## src/rtl/relu_quant_pipe.sv

```systemverilog
// Multi-lane ReLU / leaky-ReLU activation with shift requantisation, saturation,
// selectable alignment delay and a saturation counter. Build option: RELU_QUANT_ROUND_EN.
module relu_quant_pipe #(
  parameter int unsigned CH         = 4,
  parameter int unsigned IN_W       = 32,
  parameter int unsigned OUT_W      = 8,
  parameter int unsigned SHIFT      = 10,
  parameter int unsigned LEAK_SHIFT = 3,
  parameter int unsigned MAX_DLY    = 3,
  parameter int unsigned DSEL_W     = 2
) (
  input  logic                  clk,
  input  logic                  rst,
  input  logic [CH*IN_W-1:0]    din,
  input  logic                  ivalid,
  input  logic                  mode,
  input  logic [DSEL_W-1:0]     dly_sel,
  input  logic                  cnt_clr,
  output logic                  ovalid,
  output logic [CH*OUT_W-1:0]   dout,
  output logic [15:0]           sat_cnt
);

  localparam int unsigned NSAT_W = $clog2(CH + 1);
  localparam int unsigned SEL_W  = DSEL_W + 1;

  typedef logic signed [IN_W-1:0] lane_t;
  typedef logic signed [IN_W:0]   wide_t;

  localparam wide_t Q_MAX = (IN_W+1)'((1 << (OUT_W - 1)) - 1);
  localparam wide_t Q_MIN = ~Q_MAX;
`ifdef RELU_QUANT_ROUND_EN
  localparam wide_t RND   = (IN_W+1)'(1) << (SHIFT - 1);
`endif

  // Returns {clamped_flag, OUT_W-bit result} for one lane.
  function automatic logic [OUT_W:0] quant(input lane_t x);
    wide_t ext;
    wide_t q;
    ext = {x[IN_W-1], x};
`ifdef RELU_QUANT_ROUND_EN
    ext = ext + RND;
`endif
    q = ext >>> SHIFT;
    if (q > Q_MAX)      quant = {1'b1, Q_MAX[OUT_W-1:0]};
    else if (q < Q_MIN) quant = {1'b1, Q_MIN[OUT_W-1:0]};
    else                quant = {1'b0, q[OUT_W-1:0]};
  endfunction

  lane_t                 din_l [CH];
  lane_t                 act_d [CH];
  lane_t                 act_q [CH];
  logic                  v1_d, v1_q;
  logic [MAX_DLY-1:0]    dv_d, dv_q;
  lane_t                 dd_d [MAX_DLY][CH];
  lane_t                 dd_q [MAX_DLY][CH];
  logic [SEL_W-1:0]      sel_c;
  logic                  tap_v_c;
  lane_t                 tap_l_c [CH];
  logic [OUT_W:0]        qr_c [CH];
  logic [NSAT_W-1:0]     nsat_c;
  logic [16:0]           sat_sum_c;
  logic                  ovalid_d, ovalid_q;
  logic [CH*OUT_W-1:0]   dout_d, dout_q;
  logic [15:0]           sat_cnt_d, sat_cnt_q;

  // Stage 1: activation
  always_comb begin
    v1_d = ivalid;
    for (int k = 0; k < CH; k++) begin
      din_l[k] = din[k*IN_W +: IN_W];
      act_d[k] = din_l[k];
      if (din_l[k][IN_W-1]) begin
        if (mode) act_d[k] = din_l[k] >>> LEAK_SHIFT;
        else      act_d[k] = '0;
      end
    end
  end

  // Alignment chain and tap select; valid and data always share one tap
  always_comb begin
    dv_d[0] = v1_q;
    dd_d[0] = act_q;
    for (int j = 1; j < MAX_DLY; j++) begin
      dv_d[j] = dv_q[j-1];
      dd_d[j] = dd_q[j-1];
    end
    sel_c   = (SEL_W'(dly_sel) > SEL_W'(MAX_DLY)) ? SEL_W'(MAX_DLY) : SEL_W'(dly_sel);
    tap_v_c = v1_q;
    tap_l_c = act_q;
    for (int j = 1; j <= MAX_DLY; j++) begin
      if (sel_c == SEL_W'(j)) begin
        tap_v_c = dv_q[j-1];
        tap_l_c = dd_q[j-1];
      end
    end
  end

  // Output stage: requantise, saturate, count clamped lanes
  always_comb begin
    dout_d   = '0;
    nsat_c   = '0;
    ovalid_d = tap_v_c;
    for (int k = 0; k < CH; k++) begin
      qr_c[k] = quant(tap_l_c[k]);
      dout_d[k*OUT_W +: OUT_W] = qr_c[k][OUT_W-1:0];
      nsat_c = nsat_c + NSAT_W'(qr_c[k][OUT_W]);
    end
    sat_sum_c = {1'b0, sat_cnt_q} + 17'(nsat_c);
    sat_cnt_d = sat_cnt_q;
    if (cnt_clr)      sat_cnt_d = '0;
    else if (tap_v_c) sat_cnt_d = sat_sum_c[16] ? 16'hFFFF : sat_sum_c[15:0];
  end

  always_ff @(posedge clk) begin
    if (rst) begin
      v1_q      <= 1'b0;
      dv_q      <= '0;
      ovalid_q  <= 1'b0;
      dout_q    <= '0;
      sat_cnt_q <= '0;
    end else begin
      v1_q      <= v1_d;
      dv_q      <= dv_d;
      ovalid_q  <= ovalid_d;
      dout_q    <= dout_d;
      sat_cnt_q <= sat_cnt_d;
    end
  end

  // Data-only registers; qualified by the reset valid chain
  always_ff @(posedge clk) begin
    act_q <= act_d;
    dd_q  <= dd_d;
  end

  assign ovalid  = ovalid_q;
  assign dout    = dout_q;
  assign sat_cnt = sat_cnt_q;

endmodule
```

## config.mk

```make
export PLATFORM = sky130hd
export DESIGN_NAME = relu_quant_pipe
export DESIGN_NICKNAME = d
export VERILOG_FILES = /design/src/rtl/relu_quant_pipe.sv
export SDC_FILE = /design/constraint.sdc
export NUM_CORES = 1
export LEC_CHECK = 0
export CORE_MARGIN = 4
export CORE_UTILIZATION = 54
export DETAILED_ROUTE_END_ITERATION = 7
export GPL_ROUTABILITY_DRIVEN = 0
export HOLD_SLACK_MARGIN = 0.1
export PLACE_DENSITY = 0.84
export SYNTH_ARGS = -nofsm -noshare
export SYNTH_HDL_FRONTEND = slang
export SYNTH_SLANG_ARGS = --single-unit
export TNS_END_PERCENT = 100
```

## constraint.sdc

```tcl
create_clock -name clk -period 5.5 [get_ports clk]
set_clock_uncertainty 0.15 [all_clocks]
set_input_delay 1.1 -clock clk [delete_from_list [all_inputs] [get_ports clk]]
set_output_delay 1.1 -clock clk [all_outputs]
set_load 0.005 [all_outputs]
```

==> results.py <==
metrics = {
    "routing": {
        "vias_per_cell": 5.73,
        "wl_met2_um": 14200,
        "route.vias.total": 8505,
        "routedLengthMet1_um": 12800,
        "route.antenna.remaining_nets": 0,
        "initialDrtViolationCount": 815,
        "route.final.wire_length_um": 29400,
        "wl_met3_um": 1560,
        "route.detailed.drc": 0,
        "wire_per_inst_um": 19.8,
        "first_pass_iters": 5,
        "top_layer": "met4",
    },
    "synth": {
        "synth_fp_nets": 1132,
        "synthCells": 993,
        "syn_area_mm2": 0.0133,
        "yosys.cell_types.count": 44,
        "synth_largest_area_cell": "dfxtp_1",
        "synth_largest_type_area_fraction": 0.610,
        "yosys_register_bits": 405,
        "yosys_warnings": 0,
        "post_synth_main_area_contributors": "dfxtp_1, mux4_2, o22ai_1",
        "post_synth.cell_area_avg_um2": 13.4,
        "yosysSeqAreaShare": 0.610,
    },
    "job": {
        "max-cap-violations": 0,
    },
    "sta": {
        "final_cycle_share": 0.925,
        "tightest_slew_ns": 0.967,
        "final-hold-violation-count": 0,
        "worst_slew_margin_rel": 0.355,
        "clock.fmax_mhz": 196,
        "setup_repair_after_global_routing_missed_its_margin": "no",
        "report.final.setup_viol": 0,
        "timing.final.max_slew_violations": 0,
        "setup-tns-final_ns": 0,
        "finalCriticalPeriod_ns": 5.09,
    },
    "worst_setup_path": {
        "crit_path_start_kind": "input pin",
        "arrival_ns": 5.37,
        "worst_setup_path_end_kind": "flip-flop",
        "crit_path_max_fanout": 9,
        "critical_path_start_end_classification": "in2reg",
        "cp_data_required_time_ns": 5.78,
    },
    "die": {
        "standard_cell_rows": 57,
        "core_area_mm2": 0.0242,
        "initial_core_util": 0.548,
        "die-area_mm2": 0.0272,
        "floorplan.io_pins": 184,
        "die_y_extent_um": 165,
        "die_width_um": 165,
    },
    "hold_path": {
        "min_path_type": "reg2reg",
    },
    "pwr": {
        "power_leakage_nw": 6.48,
        "powerDensity_mw_per_mm2": 390,
        "vdd_ir_drop_max_mv": 0.189,
    },
    "clocking": {
        "cts_tree": "done",
        "holdBufCountCts": 0,
        "cts-resized-gates": 0,
        "cts_max_level": 2,
        "insertion_delay_ns": 0.53,
        "post-cts-setup-buffer-count": 0,
        "clk_slew_on_worst_s_h_paths_ns": 0.06,
        "clock-root-buffer": "clkbuf_16",
        "cts-buffers-inserted": 38,
        "clk_path_buf_depth": 3,
        "clock-sinks": 405,
    },
    "grt": {
        "grt_start_max_net_pins": 72,
        "vias_in_the_first_global_route": 8736,
        "grt_util_all_layers": 0.217,
        "grt_antenna_before_repair": 0,
        "global_route_wire_length_before_repair_um": 46400,
        "grt_overflow_total": 0,
    },
    "run_status": {
        "outcome": "finished, final reports clean",
    },
    "cells_and_area": {
        "area_growth_pct": 21.4,
        "nFillCells": 1626,
        "final_layout_size_suffix_gt1_frac": 0.158,
        "post_layout_nonfiller_instances": 1485,
        "antenna_cells_inserted": 0,
        "final_nets": 1273,
    },
    "placement": {
        "detailed_place_hpwl_um": 19200,
        "dpl.cell_count": 1418,
        "io_buffer_count": 143,
    },
}
## cell usage in the layout, fill, tap and decap left out, types with 5 or more instances in the layout
cell / count
a21oi_1: 8
a31oi_1: 5
and4_1: 21
and4b_1: 28
buf_4: 27
clkbuf_1: 12
clkbuf_16: 39
clkbuf_8: 5
clkdlybuf4s50_1: 140
clkinv_2: 7
dfxtp_1: 405
inv_1: 94
mux4_1: 10
mux4_2: 79
nand2_1: 15
nand3_1: 10
nand3b_1: 28
nand4_1: 32
nor2_1: 11
nor2b_1: 6
nor4_1: 13
o211ai_1: 15
o211ai_2: 14
o21ai_0: 18
o22ai_1: 67
xor2_1: 5
## synthesized netlist by cell type (all sizes together)
library cell,number
a211oi,2
a21oi,8
a31oi,5
and2,1
and3,4
and4,21
and4b,28
buf,31
clkbuf,38
clkinv,4
dfxtp,405
fa,3
ha,1
inv,94
mux4,89
nand2,15
nand3,10
nand3b,28
nand4,32
nor2,11
nor2b,6
nor3,3
nor4,13
nor4bb,1
o2111ai,1
o211ai,29
o21ai,18
o221a,2
o22ai,67
o2bb2ai,4
o31ai,4
o41a,1
or2,5
or3,1
or4,3
xor2,5
## sequential cells by signal (all words and copies together) (netlist names)
register  cells
dd_d        176
act_q        88
dd_q         88
dout         32
sat_cnt      16
dv_q          3
ovalid        1
v1_q          1
## cells by family (layout without fill, tap and decap cells)
kind of cell	after synthesis	after routing	share of synthesized area
compound gates	141	141	0.0755
xor+xnor	5	5	0.00330
fa+ha+maj	4	4	0.00546
buf+inv	167	335	0.0569
flops	405	405	0.610
mux	89	89	0.154
simple gates	182	182	0.0947
## layout make-up
| cell class | instances | area, µm² | area share |
|---|---|---|---|
| Sequential cell | 405 | 8110 | 0.503 |
| Multi-Input combinational cell | 421 | 4420 | 0.274 |
| Timing Repair Buffer | 170 | 1650 | 0.102 |
| Clock buffer | 56 | 1090 | 0.0676 |
| Tap cell | 324 | 405 | 0.0251 |
| Inverter | 98 | 368 | 0.0228 |
| Clock inverter | 11 | 88.8 | 0.00551 |
## per-layer routing
metal / vias to the layer above / GRT usage
met2: 320 / 0.355
met4: 0 / 0.0715
met5: - / 0
li1: 3941 / -
met1: 4187 / 0.295
met3: 57 / 0.0359
## power by group
| group | internal (mW) | switching [mW] |
|---|---|---|
| Clock | 1.42 | 1.08 |
| Sequential | 3.16 | 0.102 |
| Combinational | 0.298 | 0.233 |
| Total | 4.88 | 1.41 |
## critical path, cell delays in order
cell and delay, ns:
buf_4 0.21, buf_4 0.17, mux4_2 0.62, nor4_1 0.49, and4_1 0.34, o2bb2ai_1 0.21
fa_1 0.49, fa_1 0.45, inv_1 0.08, fa_1 0.19, and2_1 0.15, and4_1 0.36
nand2_1 0.27, a31oi_1 0.23
## through the flow
stage               power [mW]  hold WS, ns  instance area, µm²  setup WS (ns)  utilization
finish                    6.30        0.186               16100          0.411        0.665
detailed placement        3.84        0.180               14900         0.0569        0.617
CTS                       6.32        0.194               16100          0.449        0.665
global route              6.51        0.197               16100          0.283        0.665
global placement          3.81        0.175               14900          0.227        0.617
floorplan                 3.60        0.173               13300          0.563            -
## final timing paths
path | endpoint | from | cells past startpoint | slack [ns]
worst max-delay path | sat_cnt[13] | dly_sel[0] | 14 | 0.41
worst min-delay path | dd_d[90] | dd_d[218] | 0 | 0.19
worst max register to register | sat_cnt[13] | dd_d[83] | 12 | 1.10
worst min register to register | dd_d[90] | dd_d[218] | 0 | 0.19
No activity file was read; power rests on OpenSTA's default activity.
